$ cat src/rtl/fifo_wr_traffic_gen.sv
// rtl/fifo_wr_traffic_gen.sv - FIFO write-side traffic generator with selectable bandwidth
// Optional parity error injection: FIFO_WR_GEN_PARITY_ERR_INJ_EN
module fifo_wr_traffic_gen #(
  parameter int          DATA_W     = 8,
  parameter logic [15:0] LFSR_SEED  = 16'hACE1,
  parameter int          ERR_PERIOD = 16
) (
  input  logic              clk,
  input  logic              rst_n,
  input  logic [1:0]        bw_ctrl,
  input  logic              full,
  output logic              valid_out,
  output logic [DATA_W-1:0] data_out,
  output logic              parity_out,
  output logic [15:0]       words_sent,
  output logic [15:0]       errs_injected
);

`ifdef FIFO_WR_GEN_PARITY_ERR_INJ_EN
  localparam bit INJ_EN = 1'b1;
`else
  localparam bit INJ_EN = 1'b0;
`endif

  localparam logic [15:0] ERR_LAST = 16'(ERR_PERIOD - 1);

  typedef enum logic {
    IDLE,
    OFFER
  } state_t;

  state_t              state;
  state_t              state_nxt;
  logic [15:0]         lfsr;
  logic                go;
  logic                accept;
  logic [DATA_W-1:0]   data_nxt;
  logic [15:0]         err_idx;
  logic [15:0]         err_idx_nxt;
  logic                inj_nxt;

  // Free-running Fibonacci LFSR, x^16+x^14+x^13+x^11+1
  always_ff @(posedge clk or negedge rst_n) begin
    if (!rst_n) begin
      lfsr <= LFSR_SEED;
    end else begin
      lfsr <= {lfsr[14:0], lfsr[15] ^ lfsr[13] ^ lfsr[12] ^ lfsr[10]};
    end
  end

  always_comb begin
    go = 1'b0;
    case (bw_ctrl)
      2'd1:    go = lfsr[0];
      2'd2:    go = 1'b1;
      default: go = 1'b0;
    endcase
  end

  assign accept = valid_out && !full;

  always_comb begin
    state_nxt   = state;
    data_nxt    = data_out + DATA_W'(1);
    err_idx_nxt = (err_idx == ERR_LAST) ? 16'd0 : err_idx + 16'd1;
    inj_nxt     = INJ_EN && (err_idx_nxt == ERR_LAST);
    case (state)
      IDLE: begin
        if (go) state_nxt = OFFER;
      end
      OFFER: begin
        // A pending word is never withdrawn; go only matters after acceptance
        if (accept) state_nxt = go ? OFFER : IDLE;
      end
      default: state_nxt = IDLE;
    endcase
  end

  always_ff @(posedge clk or negedge rst_n) begin
    if (!rst_n) begin
      state         <= IDLE;
      valid_out     <= 1'b0;
      data_out      <= '0;
      parity_out    <= 1'b0;
      err_idx       <= 16'd0;
      words_sent    <= 16'd0;
      errs_injected <= 16'd0;
    end else begin
      state     <= state_nxt;
      valid_out <= (state_nxt == OFFER);
      if (accept) begin
        data_out   <= data_nxt;
        parity_out <= (^data_nxt) ^ inj_nxt;
        err_idx    <= err_idx_nxt;
        if (words_sent != 16'hFFFF) words_sent <= words_sent + 16'd1;
        if (INJ_EN && (err_idx == ERR_LAST) && (errs_injected != 16'hFFFF))
          errs_injected <= errs_injected + 16'd1;
      end
    end
  end

endmodule

$ cat config.mk
export PLATFORM = sky130hd
export DESIGN_NAME = fifo_wr_traffic_gen
export DESIGN_NICKNAME = d
export VERILOG_FILES = /design/src/rtl/fifo_wr_traffic_gen.sv
export SDC_FILE = /design/constraint.sdc
export NUM_CORES = 1
export LEC_CHECK = 0
export CORE_MARGIN = 2
export CORE_UTILIZATION = 49
export CTS_CLUSTER_DIAMETER = 200
export DETAILED_ROUTE_END_ITERATION = 16
export GPL_ROUTABILITY_DRIVEN = 0
export PLACE_DENSITY_LB_ADDON = 0.25
export SETUP_SLACK_MARGIN = 0.3
export SYNTH_ARGS = -nofsm -noshare
export SYNTH_HDL_FRONTEND = slang
export SYNTH_SLANG_ARGS = --single-unit
$ cat constraint.sdc
create_clock -name clk -period 2.2 [get_ports clk]
set_input_delay 0.33 -clock clk [delete_from_list [all_inputs] [get_ports clk]]
set_output_delay 0.33 -clock clk [all_outputs]
set_load 0.02 [all_outputs]
---- Yosys cells after proc, flatten, opt, wreduce, memory -nomap -nowiden ----
Index checks and enable logic that the tools add are counted.
word-level totals
  register bits after elaboration ......... 42
  bits in latches ......................... 0
  memory bits (writable) .................. 0
  bits in read-only memories .............. 0
  input port bits ......................... 5
  output and inout port bits .............. 42
  logic and storage cells ................. 22
  memories ................................ 0
operators by class
  add/subtract/negate cells ............... 2
  $mul .................................... 0
  divide/modulo/power cells ............... 0
  order comparisons ....................... 0
  equality and inequality tests ........... 3
  shifts and indexed selects .............. 0
  multiplexer cells ....................... 4
  bitwise gates (word level) .............. 4
  reduce and logical (&&, ||, !) cells .... 4
operators by type and width
  kind                     number
  $add A16 B1 Y16 const B  1
  $ne A16 B16 Y1 const B   1
  $add A8 B1 Y8 const B    1
  $reduce_xor A8 Y1        1
  $pmux W1 S2              2
  $xor A1 B1 Y1            3
  $eq A2 B1 Y1 const B     1
  $eq A2 B2 Y1 const B     1
  $mux W1                  2
  $reduce_and A2 Y1        1
  $logic_and A1 B1 Y1      1
  $logic_not A1 Y1         1
  $not A1 Y1               1

---- Depth between registers and ports, before layout ----
Gate-level depths: netlist of run 1.
  depth in word-level cells ............... 5
  depth in mapped cells ................... 7

---- Least setup slack after synthesis of run 1 ----
No wires, ideal clock.
  path kind ............................... register to register
  from .................................... register words_sent[0]
  to ...................................... register words_sent[4]
  arrival time ............................ 1.663 ns
  slack ................................... 0.403 ns
  stages on the path, launching flop included .. 7
  buffers on the path ..................... 0
  period minus slack after synthesis ...... 1.797 ns
  cell sequence ........................... dfrtp_1 ha_1 nand2_1 nor4_4 a21oi_2 and4_1 xor2_1
on the way
  longest elaborated chain between the ends .. 2
  elaborated cells between the ends (all ways) .. 3
  those cells by class .................... add/sub (1); eq/ne (1); reduce/logical (1)
ends and longest elaborated chain
  what                                                     RTL line  RTL
  start, declared                                          15        output logic [15:0] words_sent,
  start signal, assigned                                   95        if (words_sent != 16'hFFFF) words_sent <= words_sent + 16'd1;
  branches (longest 2 deep; another with $add A16 B1 Y16)  -
Several ways; the timed one is not identified.
A chain may end at the register's enable or synchronous reset.

---- Final worst setup path of run 1 ----
  from .................................... register data_out[2]
  to ...................................... output data_out[2]
RTL lines
  what                    RTL line  RTL
  start, declared         13        output logic [DATA_W-1:0] data_out,
  start signal, assigned  92        data_out <= data_nxt;
No word-level cell between the ends.

==> metrics.txt, run 1 <==
NetSw 0.747 mW; combinational fraction of design power 29.7%; Setup Fix Bufs, Post-CTS 0; Synth top cells by count dfrtp_1, xnor2_1, buf_4; GRT overflow 0; I/O Buffers 30; RSZ-0062 raised after global routing no; die width 66.9 um; Max Clock Skew 0.00469 ns; CP peak stage delay 0.66 ns; # setup viols final 0; Warnings, synthesis 16; final non-filler cell total 246; crit path buf inv count 1; Die Area 4480 um2; Rel. slew slack 42.1%; initial antenna violation count 0; I/O pin count 47; EDFF count, synth 0; Leak Pwr 1.04 nW; uppermost routed layer met4; kind of end point of the critical path output pin; Post-Syn Area 1940 um2; final setup TNS 0 ns; WL per Instance 13.3 um; Post-synth ARST share 100%; worst path cell trace clkdlybuf4s50_1; FF-to-FF End words_sent[4]$_DFFE_PN0P_; CP Depth 1; wl on met1 1460 um; Power per Cell Area 1040 nW/um2; Net count, final 206; final worst path period need 1.79 ns; top cell type's share of synthesized area 43.8%; clk slew on worst S/H paths 0.08 ns; Synth-to-Final Area Change 22.4%; fillcell total 312; core box area 3740 um2; Tot Pwr 2.47 mW; via count of the first global-routing pass 1200; ratio of cells with drive above 1 in the final layout 13.6%; CP Capture Point data_out[2]; most frequent cell after synthesis dfrtp_1; TritonCTS clock tree built; reg2reg path depth 6; switching part of the total power 30.3%; worst endpoint required time 1.87 ns; Hold Path Class in -> async; Final ANT Viol Nets 0; Inserted Clock Buffers 5; crit path DAT 1.46 ns; Peak VDD IR 0.000626 V; fin crit share 81.2%; Vias/cell 5.03; Max Freq 559 MHz; CTS Hold Bufs 0; CP max-delay cell clkdlybuf4s50_1; power share of the clock group 29.7%; Netlist cell types 37; chip height 66.9 um; WL met3 183 um; dpl hpwl 2370 um; maximum root-to-sink buffer count 2; final wirelength 3260 um; most area-consuming cells after synthesis dfrtp_1, dfstp_2, xnor2_1; Mapped Cells 165; Slew @ Worst Pin 0.868 ns; Pre-antenna DRT Iters 4; H-Tree Depth 2; startpoint types flop; clock sink total 42; Fin. Hold Viols 0; post-CTS sizing 0; Post-route DRC 0; later-pin clock latency in the skew report 0.29 ns; total track usage 17.0%; worst r2r src words_sent[0]$_DFFE_PN0P_; max-cap violation count 0; Sequential Power Share 40.6%; first-pass GRT wire length 5580 um; initial drt markers 67; Met2 Wirelength 1560 um; internal power 1.72 mW; total number of vias 1237; num rows 22; status completed; sequential share of the synthesized area 54.7%; CP Class reg -> out; Max FO, Critical Path 8; Synth area leader dfrtp_1; placed cells 238; starting density of the core 51.8%; Top FF cell, synth dfrtp_1; Final Max Slew Viols 0; Hold WS 0.145 ns; root buffer selected by CTS clkbuf_8; Antenna diodes 0; Yosys reg bits 42; CP top delay family buffers and inverters; setup slack, reg-to-reg 0.49 ns; worst setup path startpoint data_out[2]$_DFFE_PN0N_; largest net degree at the start of global routing 43; Mean Syn Cell Area 11.8 um2
==> cell families (layout without fill, tap and decap cells) <==
kind of cell / count (synthesis) / in the layout / synth area share, %
muxes: 1 / 1 / 0.580
adders and majority gates: 4 / 4 / 2.58
other: 1 / 16 / 0.193
buffers and inverters: 27 / 45 / 8.57
xor gates and xnor gates: 29 / 29 / 13.8
AOI/OAI and AO/OA: 14 / 14 / 4.96
and+or+nand+nor: 47 / 47 / 14.6
DFF: 42 / 42 / 54.7
==> per-stage QoR <==
step / utilization (%) / setup WS, ns / cell area [um2]
after floorplan: - / 0.403 / 2000
after global placement: 59.3 / 0.279 / 2220
after detailed placement: 59.3 / 0.234 / 2220
after CTS: 63.1 / 0.353 / 2360
after global routing: 63.5 / 0.322 / 2380
final: 63.5 / 0.413 / 2380
==> layout make-up <==
class / count / area [um2] / share of cell area (%)
well taps: 48 / 60.1 / 2.53
repair buffers: 32 / 310 / 13.1
clock inverters: 2 / 60.1 / 2.53
flip-flops and latches: 42 / 1060 / 44.7
inverters: 5 / 18.8 / 0.790
clock buffers: 6 / 82.6 / 3.48
multi-input cells: 111 / 782 / 32.9
==> worst min-delay path by stage <==
stage	startpoint	end	slack (ns)	cells past startpoint
floorplan	rst_n	data_out[0]$_DFFE_PN0N_	0.03	0
global placement	lfsr[8]$_DFF_PN0_	lfsr[9]$_DFF_PN0_	0.33	0
detailed placement	lfsr[8]$_DFF_PN0_	lfsr[9]$_DFF_PN0_	0.33	0
CTS	rst_n	lfsr[12]$_DFF_PN0_	0.18	1
global route	rst_n	lfsr[14]$_DFF_PN0_	0.21	1
finish	rst_n	data_out[0]$_DFFE_PN0N_	0.15	1
==> per-layer routing <==
layer,track usage (%),up-vias
met5,0,-
met4,6.89,0
met3,5.41,6
met2,27.8,37
met1,20.8,612
li1,-,582
==> flip-flops by register name, summed over array words and instances (netlist names) <==
| signal | count |
|---|---|
| words_sent | 16 |
| data_out | 8 |
| lfsr | 16 |
| parity_out | 1 |
| state | 1 |
==> placed cells by master, fill, tap and decap left out, types with 2 or more instances in the layout <==
cell / n
clkdlybuf4s50_1: 29
a31oi_1: 2
dfstp_2: 8
dfrtp_1: 33
inv_1: 5
conb_1: 16
bufinv_16: 2
nand4_1: 8
nand2_1: 16
clkbuf_8: 6
ha_1: 4
xor2_1: 6
buf_4: 2
nor2_1: 4
and3_1: 2
nor2b_1: 2
and4_1: 3
nand3_1: 3
a21oi_1: 4
o21ai_0: 2
xnor2_1: 22
==> power by group through the flow <==
stage / clock [mW] / combinational (mW) / sequential (mW)
after floorplan: 0 / 0.444 / 1.06
after detailed placement: 0 / 0.738 / 1.01
after global placement: 0 / 0.720 / 1.00
after CTS: 0.752 / 0.741 / 1.00
final: 0.733 / 0.734 / 1.00
after global routing: 0.785 / 0.806 / 1.02
No activity file was read; power rests on OpenSTA's default activity.
==> inputs of run 2 (changes only) <==
==> constraint.sdc (replaced) <==
create_clock -name clk -period 1.8 [get_ports clk]
set_input_delay 0.27 -clock clk [delete_from_list [all_inputs] [get_ports clk]]
set_output_delay 0.27 -clock clk [all_outputs]
set_load 0.02 [all_outputs]
==> metrics.txt, run 2 (synthesized netlist as in run 1, its figures left out) <==
most frequent cells in the layout xnor2_1, dlygate4sd2_1, buf_4; fillcell total 285 (-8.7%); starting density of the core 51.8% (unchanged); Max Clock Skew 0.00467 ns (-0.0000167 ns); kind of end point of the critical path flop; Die Area 4480 um2 (unchanged); Max Freq 604 MHz; final worst path period need 1.66 ns; root buffer selected by CTS clkbuf_8; H-Tree Depth 2 (unchanged); Power per Cell Area 1140 nW/um2 (+9.6%); NetSw 1.02 mW (+36%); final wirelength 3980 um (+22%); Inserted Clock Buffers 5 (unchanged); via count of the first global-routing pass 1315 (+9.6%); Post-route DRC 0 (unchanged); Vias/cell 4.94 (-1.8%); die width 66.9 um (unchanged); Hold WS 0.357 ns (+0.212 ns); Hold Path Class reg -> reg; Tot Pwr 3.01 mW (+22%); Net count, final 228 (+11%); chip height 66.9 um (unchanged); Peak VDD IR 0.000690 V (+10%); status completed; Fin. Hold Viols 0 (unchanged); initial antenna violation count 0 (unchanged); Antenna diodes 0 (unchanged); biggest regs lfsr x16, words_sent x16, data_out x8; combinational fraction of design power 34.1% (+4.4 points); TritonCTS clock tree built; Leak Pwr 1.29 nW (+23%); Sequential Power Share 41.7% (+1.1 points); area occupied by multi-input gates 913 um2 (+17%); Synth-to-Final Area Change 36.5%; crit path DAT 1.84 ns (+0.38 ns); Worst Hold Path Cells 0; total number of vias 1323 (+7.0%); ratio of cells with drive above 1 in the final layout 37.7% (+24 points); startpoint types flop; post-route core utilization 70.8% (+7.3 points); initial drt markers 78 (+16%); CP Class reg -> reg; core box area 3740 um2 (unchanged); reg2reg path depth 6 (unchanged); largest net degree at the start of global routing 43 (unchanged); first-pass GRT wire length 6420 um (+15%); fin crit share 92.0%; clk slew on worst S/H paths 0.08 ns (about the same); Reg area 1090 um2 (+2.2%); later-pin clock latency in the skew report 0.30 ns (about the same); Max FO, Critical Path 6 (-2); # setup viols final 0 (unchanged); internal power 2.00 mW (+16%); dpl hpwl 2490 um (+4.8%); Final Max Slew Viols 0 (unchanged); I/O pin count 47 (unchanged); num rows 22 (unchanged); total track usage 19.9% (+2.9 points); maximum root-to-sink buffer count 2 (unchanged); clock sink total 42 (unchanged); I/O Buffers 30 (unchanged); switching part of the total power 33.8% (+3.5 points); worst endpoint required time 1.99 ns (+0.12 ns); WL per Instance 14.8 um (+12%); RSZ-0062 raised after global routing yes; power share of the clock group 24.2% (-5.5 points); max-cap violation count 0 (unchanged); GRT overflow 0 (unchanged); Final ANT Viol Nets 0 (unchanged); Pre-antenna DRT Iters 4 (unchanged)
==> run 2: worst paths after layout <==
path	to	start	slack, ns
worst max-delay path	parity_out$_DFFE_PN0N_	data_out[0]$_DFFE_PN0N_	0.14
worst min-delay path	lfsr[10]$_DFF_PN1_	lfsr[9]$_DFF_PN0_	0.36
worst max register to register	parity_out$_DFFE_PN0N_	data_out[0]$_DFFE_PN0N_	0.14
worst min register to register	lfsr[10]$_DFF_PN1_	lfsr[9]$_DFF_PN0_	0.36
max in group asynchronous	lfsr[5]$_DFF_PN1_	rst_n	1.08
min in group asynchronous	lfsr[14]$_DFF_PN0_	rst_n	0.47
==> run 2: timing repair <==
item | 4_1_cts | 5_1_grt
resized for setup | 35 | 21
setup endpoints to repair | 35 | 19
hold buffers | 1 | 0
pin swaps | 7 | 16
hold endpoints to repair | 34 | 0
buffers inserted | 10 | 7
==> run 2: per-layer routing <==
layer | global-route usage [%] | routed length, um
met1 | 24.4 | 1650
met2 | 32.1 | 2040
met3 | 6.59 | 215
met4 | 8.42 | 65
met5 | 0 | 0
==> run 2: power by group through the flow <==
stage / clock (mW) / combinational [mW] / sequential, mW
floorplan: 0 / 0.586 / 1.34
global placement: 0 / 0.931 / 1.27
global route: 0.799 / 1.13 / 1.28
CTS: 0.742 / 0.963 / 1.26
finish: 0.728 / 1.03 / 1.26
detailed placement: 0 / 0.969 / 1.28
==> run 2: area by class of cell <==
type | instances | share of cell area [%]
Inverter | 5 | 0.709
Sequential cell | 42 | 41.0
Multi-Input combinational cell | 111 | 34.5
Timing Repair Buffer | 54 | 17.4
Clock inverter | 2 | 1.42
Tap cell | 48 | 2.27
Clock buffer | 6 | 2.74
==> run 2: through the flow <==
stage / setup TNS [ns] / instances / setup slack (ns) / instance area, um2
3_3_place_gp: -0.0374 / 242 / -0.0309 / 2330
6_report: 0 / 268 / 0.144 / 2650
3_5_place_dp: -0.198 / 242 / -0.0651 / 2330
5_1_grt: 0 / 268 / 0.0364 / 2650
4_1_cts: 0 / 261 / 0.0953 / 2530
2_1_floorplan: 0 / 180 / 0.194 / 2070
==> run 2: worst max-delay path, stage by stage, from the launching register on <==
cell     delay [ns]
dfrtp_2        0.47
ha_4           0.29
xnor3_1        0.22
xnor2_1        0.19
xnor2_1        0.16
xnor2_1        0.14
o21ai_1        0.08
==> inputs of run 3 (changes only) <==
--- a/config.mk
+++ b/config.mk
@@ -6,7 +6,7 @@
 export NUM_CORES = 1
 export LEC_CHECK = 0
 export CORE_MARGIN = 2
-export CORE_UTILIZATION = 49
+export CORE_UTILIZATION = 44
 export CTS_CLUSTER_DIAMETER = 200
 export DETAILED_ROUTE_END_ITERATION = 16
 export GPL_ROUTABILITY_DRIVEN = 0
==> constraint.sdc (replaced) <==
create_clock -name clk -period 1.5 [get_ports clk]
set_input_delay 0.225 -clock clk [delete_from_list [all_inputs] [get_ports clk]]
set_output_delay 0.225 -clock clk [all_outputs]
set_load 0.02 [all_outputs]
==> metrics.txt, run 3 (synthesized netlist as in run 1, its figures left out) <==
status finished with violations; failing checks negative setup slack; Max Freq 608 MHz (+0.61%); startpoint types flop; Inserted Clock Buffers 5 (unchanged); reg2reg path depth 6 (unchanged); later-pin clock latency in the skew report 0.29 ns (about the same); # setup viols final 9 (+9); M3 GR Usage 5.48% (-1.1 points); TritonCTS clock tree built; WL per Instance 16.2 um (+8.9%); via count of the first global-routing pass 1594 (+21%); biggest regs lfsr x16, words_sent x16, data_out x8; worst endpoint required time 1.68 ns (-0.31 ns); CP max-delay cell dfrtp_2; Die Area 4960 um2 (+11%); clock sink total 42 (unchanged); Worst Hold Path Cells 0 (unchanged); placed cells 272 (+12%); Leak Pwr 1.52 nW (+18%); num rows 24 (+9.1%); RSZ-0062 raised after global routing yes; worst path cell trace ha_4 > xnor3_1 > xnor2_2 > xnor2_2 > xnor2_1 > o21ai_1; root buffer selected by CTS clkbuf_8; area occupied by multi-input gates 985 um2 (+7.8%); final setup TNS -0.447 ns (-0.447 ns); Max FO, Critical Path 4 (-2); GRT overflow 0 (unchanged); I/O Buffers 30 (unchanged); initial drt markers 57 (-27%); I/O pin count 47 (unchanged); FF-to-FF End parity_out$_DFFE_PN0N_; CP peak stage delay 0.45 ns (-0.02 ns); Reg area 1090 um2 (+0.23%); ratio of cells with drive above 1 in the final layout 62.2% (+24 points); Pre-antenna DRT Iters 4 (unchanged); maximum root-to-sink buffer count 2 (unchanged); first-pass GRT wire length 7730 um (+20%); crit path buf inv count 0 (unchanged); GR Layer Usage met1 23.3% (-1.0 points); fin crit share 110% (+18 points); Peak VDD IR 0.000792 V (+15%); core box area 4290 um2 (+15%); clk slew on worst S/H paths 0.08 ns (about the same); CP top delay family XOR/XNOR gates; Tot Pwr 4.46 mW (+48%); starting density of the core 45.2% (-6.6 points); max-cap violation count 0 (unchanged); fillcell total 259 (-9.1%); kind of end point of the critical path flop; Synth-to-Final Area Change 67.3%; most common cell after layout, fill and taps aside buf_6; die width 70.4 um (+5.2%); HP Start lfsr[4]$_DFF_PN0_; Power per Cell Area 1370 nW/um2 (+21%); largest net degree at the start of global routing 43 (unchanged); worst r2r src data_out[0]$_DFFE_PN0N_; Net count, final 275 (+21%); most frequent cells in the layout buf_6, buf_4, dfrtp_2; Post-route DRC 0 (unchanged); Vias/cell 4.93 (-0.18%); Crit path top cell by count xnor2_2; busiest grt layer met2; Antenna diodes 0 (unchanged); met2 Usage GRT 34.5% (+2.4 points); initial antenna violation count 0 (unchanged); setup slack, reg-to-reg -0.15 ns (-0.29 ns); Hold Path Class reg -> reg; final wirelength 5150 um (+30%); Fin. Hold Viols 0 (unchanged); Max Clock Skew 0.00470 ns (+0.0000335 ns); final worst path period need 1.65 ns (-0.0101 ns); H-Tree Depth 2 (unchanged); chip height 70.4 um (+5.2%); Final Max Slew Viols 0 (unchanged); hold path endpoint lfsr[5]$_DFF_PN1_; total number of vias 1572 (+19%); total track usage 20.3% (+0.37 points); Placed Area 2550 um2 (+9.2%); area of all placed cells without fillers 3250 um2 (+23%); final non-filler cell total 319 (+19%); PnR worst setup slack -0.146 ns (-0.290 ns); dpl hpwl 2770 um (+11%); CP Class reg -> reg; Final ANT Viol Nets 0 (unchanged); crit path DAT 1.83 ns (about the same)
## run 3: cell count changes in the layout (fill, tap and decap cells not counted), sizes merged
cell / previous run / this run
buf: 24 / 96
clkbuf: 7 / 6
clkdlybuf4s15: 3 / 1
dlygate4sd2: 22 / 1
dlymetal6s2s: 1 / 0
## run 3: cell type report
class,count,share of cell area (%)
multi-input combinational,111,30.3
inverter,5,0.578
sequential,42,33.5
tap,52,2.00
clock inverter,2,1.16
timing repair buffer,101,30.2
clock buffer,6,2.24
## run 3: power breakdown
group,internal (mW),switching (mW)
Combinational,1.20,0.891
Sequential,1.28,0.200
Clock,0.497,0.387
Total,2.98,1.48
## run 3: stage by stage
step           worst slack [ns]  utilization, %  hold slack [ns]
2_1_floorplan            -0.106               -          -0.0706
4_1_cts                  -0.168            69.3            0.357
5_1_grt                  -0.198            75.6            0.358
3_3_place_gp             -0.257            59.4            0.211
3_5_place_dp             -0.320            59.4            0.215
6_report                 -0.146            75.6            0.356
## run 3: worst max path at each step
stage                             from                         end  slack [ns]  cells after the start
2_1_floorplan  data_out[0]$_DFFE_PN0N_      parity_out$_DFFE_PN0N_       -0.11                      6
3_3_place_gp                      full  words_sent[15]$_DFFE_PN0P_       -0.26                      6
3_5_place_dp                      full  words_sent[15]$_DFFE_PN0P_       -0.32                      6
4_1_cts        data_out[0]$_DFFE_PN0N_      parity_out$_DFFE_PN0N_       -0.17                      6
5_1_grt        data_out[0]$_DFFE_PN0N_      parity_out$_DFFE_PN0N_       -0.20                      6
6_report       data_out[0]$_DFFE_PN0N_      parity_out$_DFFE_PN0N_       -0.15                      6
## run 3: routing by layer
| layer | wire (um) | vias to the layer above |
|---|---|---|
| li1 | - | 720 |
| met1 | 2070 | 787 |
| met2 | 2750 | 51 |
| met3 | 186 | 14 |
| met4 | 142 | 0 |
| met5 | 0 | - |
## run 3: timing repair
action / in CTS / in global routing
endpoints found under the hold margin: 34 / 0
setup endpoints to repair: 47 / 40
cloned: 0 / 0
gates resized for setup: 188 / 27
setup buffers: 19 / 19
pin swaps: 17 / 12
hold buffers: 1 / 0
